## src/rtl/apmu_instr_mem_responder.sv

```systemverilog
// apmu_instr_mem_responder: responder end of the instruction-fetch bus.
// Turns granted fetches into reads on a 1-cycle-latency synchronous SRAM.
// Answers each fetch in grant order, a fixed Latency cycles after its grant.
// Limits the number of fetches in flight to MaxOutstanding.
// Returns a bus error for any address outside the memory window.
module apmu_instr_mem_responder #(
   parameter logic [31:0] AddrBase       = 32'h0000_0000,
   parameter int unsigned MemWords       = 4096,
   parameter int unsigned Latency        = 2,
   parameter int unsigned MaxOutstanding = 2,
   localparam int unsigned AW            = $clog2(MemWords),
   localparam int unsigned CW            = $clog2(MaxOutstanding + 1)
) (
   input  logic          clk_i,
   input  logic          rst_i,
   input  logic          instr_req_i,
   output logic          instr_gnt_o,
   input  logic [31:0]   instr_addr_i,
   output logic          instr_rvalid_o,
   output logic [31:0]   instr_rdata_o,
   output logic          instr_err_o,
   input  logic          stall_i,
   output logic          mem_req_o,
   output logic [AW-1:0] mem_addr_o,
   input  logic [31:0]   mem_rdata_i,
   output logic [CW-1:0] outstanding_o,
   output logic          busy_o
);

   // Window size in bytes, one bit wider so the largest windows still compare correctly.
   localparam logic [32:0]   WindowBytes = 33'(MemWords) << 2;
   localparam logic [CW-1:0] MaxCount    = CW'(MaxOutstanding);
   localparam int unsigned   HeadIdx     = Latency - 1;

   if (Latency < 1 || Latency > 8) begin : g_bad_latency
      $error("apmu_instr_mem_responder: Latency must be in 1..8");
   end
   if (MaxOutstanding < 1 || MaxOutstanding > Latency) begin : g_bad_max_outstanding
      $error("apmu_instr_mem_responder: MaxOutstanding must be in 1..Latency");
   end

   typedef struct packed {
      logic        valid;
      logic        err;
      logic [31:0] data;
   } stage_t;

   stage_t        pipe_q [Latency];
   stage_t        fill_stage;
   stage_t        head;
   logic [CW-1:0] count_q;
   logic [31:0]   offset;
   logic          in_range;
   logic          gnt;
   logic          rvalid;

   // Range check of the requested address.
   // Addresses below AddrBase wrap to large offsets and fall outside the window.
   always_comb begin
      offset   = instr_addr_i - AddrBase;
      in_range = {1'b0, offset} < WindowBytes;
   end

   // Grant depends only on registered state, never on this cycle's response.
   assign gnt         = instr_req_i & ~stall_i & ~rst_i & (count_q < MaxCount);
   assign instr_gnt_o = gnt;
   assign mem_req_o   = gnt & in_range;
   assign mem_addr_o  = offset[AW+1:2];

   // Stage 0 picks up the SRAM read data one cycle after its grant.
   // NOTE: every always_comb output gets a default first, so no path can infer a latch.
   always_comb begin
      fill_stage = pipe_q[0];
      if (pipe_q[0].valid && !pipe_q[0].err) begin
         fill_stage.data = mem_rdata_i;
      end
   end

   // With Latency=1 the response leaves in the same cycle the SRAM data arrives.
   assign head           = (Latency == 1) ? fill_stage : pipe_q[HeadIdx];
   assign rvalid         = head.valid & ~rst_i;
   assign instr_rvalid_o = rvalid;
   assign instr_err_o    = rvalid & head.err;
   assign instr_rdata_o  = rvalid ? head.data : '0;

   // Response pipeline: load on grant, shift every cycle, flush on reset.
   // NOTE: sequential state uses non-blocking assignments so all stages update from pre-edge values.
   always_ff @(posedge clk_i) begin
      if (rst_i) begin
         for (int i = 0; i < int'(Latency); i++) begin
            pipe_q[i] <= '0;
         end
      end else begin
         pipe_q[0] <= stage_t'{valid: gnt, err: gnt & ~in_range, data: '0};
         for (int i = 1; i < int'(Latency); i++) begin
            pipe_q[i] <= (i == 1) ? fill_stage : pipe_q[i-1];
         end
      end
   end

   // In-flight counter: increments on each grant and decrements on each response.
   always_ff @(posedge clk_i) begin
      if (rst_i) begin
         count_q <= '0;
      end else begin
         count_q <= count_q + CW'(gnt) - CW'(rvalid);
      end
   end

   assign outstanding_o = count_q;
   assign busy_o        = |count_q;

   // A response must always belong to a fetch that was counted as in flight.
   a_rvalid_needs_count : assert property (@(posedge clk_i) disable iff (rst_i)
      instr_rvalid_o |-> (count_q != '0));

endmodule

```

## config.mk

```make
export PLATFORM = sky130hd
export DESIGN_NAME = apmu_instr_mem_responder
export DESIGN_NICKNAME = d
export VERILOG_FILES = /design/src/rtl/apmu_instr_mem_responder.sv
export SDC_FILE = /design/constraint.sdc
export NUM_CORES = 1
export LEC_CHECK = 0
export ABC_AREA = 1
export ABC_CLOCK_PERIOD_IN_PS = 2500
export CORE_MARGIN = 10
export CORE_UTILIZATION = 36
export DETAILED_ROUTE_END_ITERATION = 6
export GPL_ROUTABILITY_DRIVEN = 0
export GPL_TIMING_DRIVEN = 0
export PLACE_DENSITY_LB_ADDON = 0.15
export SKIP_CTS_REPAIR_TIMING = 1
export SLEW_MARGIN = 0
export SYNTH_ARGS = -nofsm -noshare
export SYNTH_HDL_FRONTEND = slang
export SYNTH_SLANG_ARGS = --single-unit
```

## constraint.sdc

```tcl
create_clock -name clk_i -period 2.5 [get_ports clk_i]
set_input_delay 0.5 -clock clk_i [delete_from_list [all_inputs] [get_ports clk_i]]
set_output_delay 0.5 -clock clk_i [all_outputs]
set_load 0.05 [all_outputs]
```

Yosys cells after proc, flatten, opt, wreduce, memory -nomap -nowiden
Memory sizes are Yosys's and may differ from the RTL's.
Index checks and enable logic that the tools add are counted.

storage, ports and cells
  output and inout bits = 51
  memory bits (writable) = 68
  memories = 1
  input bits = 68
  register bits = 2

operators by class
  bitwise logic cells = 12
  reductions and logical operators = 3
  magnitude comparators = 2
  $add $sub $neg = 2
  mux-type cells = 7

memories
  name    words  bits a word  rd ports  clocked after memory_dff  write ports  line  RTL
  pipe_q  2      34           2         0                         2            48    stage_t pipe_q [Latency];

operators by type and width
  operator              count
  $mux 34               2
  $mux 32               2
  $lt 32x15->1 const B  1
  $and 1x1->1           7
  $mux 1                3
  $not 1->1             3
  $add 2x1->2           1
  $lt 2x2->1 const B    1
  $or 1x1->1            2
  $reduce_or 2->1       1
  $sub 2x1->2           1
  $logic_and 1x1->1     1
  $logic_not 1->1       1

Depth between registers and ports, before layout
  depth after elaboration = 6
  mapped depth = 11
  gate-level depth less buffers = 10

Worst setup path after synthesis
No wires, ideal clock.

  kind = input to register
  start point = in rst_i
  end point = reg count_q[1], in the netlist outstanding_o[1]
  setup slack = 408 ps
  arrival = 1977 ps
  stages on the path = 11
  buffers on the path = 1
  cell sequence = inv_1 > nand2_2 > buf_4 > inv_1 > ha_1 > inv_1 > ha_1 > xor2_1 > nand2_1 > nand2_1 > nor2_1

on the way
  elaborated cells between the ends (all ways) = 6
  those cells by class = add/sub: 2; bitwise: 4

RTL lines
  what                  line  RTL
  start, declared       15    input logic rst_i,
  $not 1->1             81    assign rvalid = head.valid & ~rst_i;
  $and 1x1->1           81
  net instr_rvalid_o    19    output logic instr_rvalid_o,
  $sub 2x1->2           106   count_q <= count_q + CW'(gnt) - CW'(rvalid);
  end signal, assigned  106
  end, declared         51    logic [CW-1:0] count_q;

The timed path passes the listed nets, and every way through them passes these cells.
A chain may end at the register's enable or synchronous reset.

Worst setup path in the final report
  start point = in rst_i
  end point = out instr_rdata_o[23]

on the way
  longest elaborated chain between the ends = 3

RTL lines
  what           line  RTL
  $not 1->1      81
  $and 1x1->1    81
  $mux 32        84    assign instr_rdata_o = rvalid ? head.data : '0;
  end, declared  20    output logic [31:0] instr_rdata_o,

Every way passes these cells.

==> out/qor.yml <==
status:
  status: "finished, final reports clean"
floorplan:
  die_x_um: 86.70
  std_cell_rows: 24
  die_area_um2: 7517
  ioPinCount: 119
  core_region_area_um2: 4324
  start_util_pct: 37.04
  die_h_um: 86.70
pwr:
  seqPwrFrac_pct: 49.9
  swShare_pct: 23.36
  power_density_nw_per_um2: 469.6
  clkPwrFrac_pct: 31.9
  fin_total_pwr_mw: 1.247
  power_leakage_nw: 1.380
  intPower_mw: 0.9556
  vdd_drop_max_uv: 290.5
  combPwrFrac_pct: 18.2
  p_sw_mw: 0.2913
synthesis:
  synth-seq-cells: 38
  synth_nets: 299
  synth_top_area_share_pct: 47.50
  yosysMostFrequentCell: "nor2_1"
  synth_largest_area_cell: "dfxtp_1"
  async_flop_share_pct: 0
  ys_warn_count: 0
  synthFlopType: "dfxtp_1"
  synth_area_um2: 1602
  yosys-top-cells-count: "79 x nor2_1, 75 x inv_1, 38 x dfxtp_1"
  netlist_instances: 229
  synthDistinctLibCells: 14
  synthTopCellsByArea: "dfxtp_1 48%, nor2_1 19%, inv_1 18%"
  synth-edff-count: 0
  syn_avg_cell_area_um2: 6.994
  ys_seq_area_share_pct: 47.50
clock_tree:
  clock_latency_ns: 0.27
  path_clk_slew_ns: 0.06
  cts_tree: "yes"
  htree_levels: 2
  ctsRootBufferMaster: "clkbuf_8"
  cts.path.max_buffers: 2
  cts.sinks: 38
  numCtsBuffers: 5
global_routing:
  antenna_found_initial: 0
  grt_start_max_net_pins: 11
  grt_pass1_wl_um: 6789
  gr-total-overflow: 0
  grt_pass1_vias: 1529
  grt_usage_pct: 11.23
sta:
  relSlewSlack_pct: 63.98
  fin_hold_ws_ns: 0.4348
  fin_crit_ns: 2.356
  tns_ns: 0
  tightest_slew_ns: 0.5394
  rsz0062_at_grt: "false"
  finalClockSkew_ns: 0.004228
  fmax_mhz: 424.5
  hold_viol: 0
  finalSetupViolCount: 0
  slew_violations: 0
  post-route-period-util_pct: 94.23
critical_path:
  crit_type: "in2out"
  slowest_stage: "clkdlybuf4s50_1"
  worstPathCellList: "clkdlybuf4s50_1 > inv_1 > nand2_2 > buf_4 > nor2_1 > clkbuf_2"
  critical_path.startpoint_type: "input port"
  cp.required_ns: 2.00
  crit_path_max_fanout: 10
  end_kind: "output port"
  cp.arrival_ns: 1.86
  critical_path.max_stage_delay_ns: 0.47
route:
  wirelength_um: 4359
  dr.pass1.iters: 4
  wire_per_inst_um: 11.15
  drt_iter0_drc: 38
  viasPerCell: 3.882
  drtAntennaViolNets: 0
  dr_wl_met3_um: 420
  dr.max_layer_used: "met4"
  met1_length_um: 1575
  vias: 1518
  drc: 0
  wl_met2_um: 2318
layout:
  layout-drive-gt1-share_pct: 17.70
  num_antenna_cells: 0
  final_area_um2: 2655
  fin_util_pct: 61.40
  fillers: 431
  area_growth_pct: 65.78
  nets: 410
hold_path:
  hold_class: "reg2reg"
placement:
  dp_hpwl_um: 3642
  io_buffers: 104
  placed_area_um2: 2708
run:
  cap_violations: 0
-- worst max-delay path, delay by kind of cell --
| kind | cells | cell delay [ns] |
|---|---|---|
| buffers and inverters | 4 | 1.11 |
| AND/OR/NAND/NOR | 2 | 0.24 |
-- power by group through the flow --
stage / combinational (mW) / clock [mW] / sequential [mW]
after floorplan: 0.104 / 0 / 0.642
final: 0.227 / 0.397 / 0.622
after global routing: 0.245 / 0.441 / 0.623
after CTS: 0.231 / 0.409 / 0.622
after detailed placement: 0.231 / 0 / 0.636
after global placement: 0.227 / 0 / 0.636
-- metal layers --
metal,vias up,track usage [%]
li1,818,-
met3,4,4.878
met4,0,4.418
met2,60,20.94
met5,-,0
met1,636,10.43
-- cell type report --
type,instances,area [µm²],share of cell area (%)
Timing Repair Buffer,104,905.9,34.12
Sequential cell,38,760.7,28.65
Multi-Input combinational cell,98,412.9,15.55
Inverter,75,281.5,10.60
Buffer,18,146.4,5.514
Clock buffer,6,82.58,3.110
Tap cell,52,65.06,2.451
-- per-stage QoR --
stage	worst slack, ns	std cells
after global routing	0.02686	391
final	0.1441	391
after CTS	-0.4317	391
after detailed placement	-0.4332	385
after floorplan	0.4082	229
after global placement	-0.3745	385
-- cells by family after synthesis --
group	Yosys count	synth area share [%]
simple gates	95	23.67
flops	38	47.50
fa+ha+maj	2	1.562
buf+inv	93	26.72
xor+xnor	1	0.5470
-- registers in the layout, summed over array words and instances (netlist names) --
signal / flops
outstanding_o: 2
pipe_q: 36
-- path summary, 6_finish.rpt --
| kind | from | endpoint | slack [ns] | cells after the start |
|---|---|---|---|---|
| max | rst_i | instr_rdata_o[23] | 0.14 | 6 |
| min | pipe_q[0][33]$_SDFF_PP0_ | pipe_q[0][67]$_SDFF_PP0_ | 0.43 | 2 |
| max reg2reg | pipe_q[0][67]$_SDFF_PP0_ | outstanding_o[1]$_SDFF_PP0_ | 0.83 | 10 |
| min reg2reg | pipe_q[0][33]$_SDFF_PP0_ | pipe_q[0][67]$_SDFF_PP0_ | 0.43 | 2 |
-- cell usage in the layout, fill, tap and decap left out --
cell type and count:
clkbuf_8 6, dfxtp_1 38, clkdlybuf4s50_1 68, xor2_1 1, nand2_1 6, buf_6 3, clkbuf_2 30, nand2_2 2
or2_2 1, or2_0 1, nand3_1 2, and2_0 1, nor2_2 3, buf_4 15, ha_1 2, nor2_1 79
inv_1 75, dlymetal6s2s_1 6
Note: power is estimated with default switching activity, not from simulation.
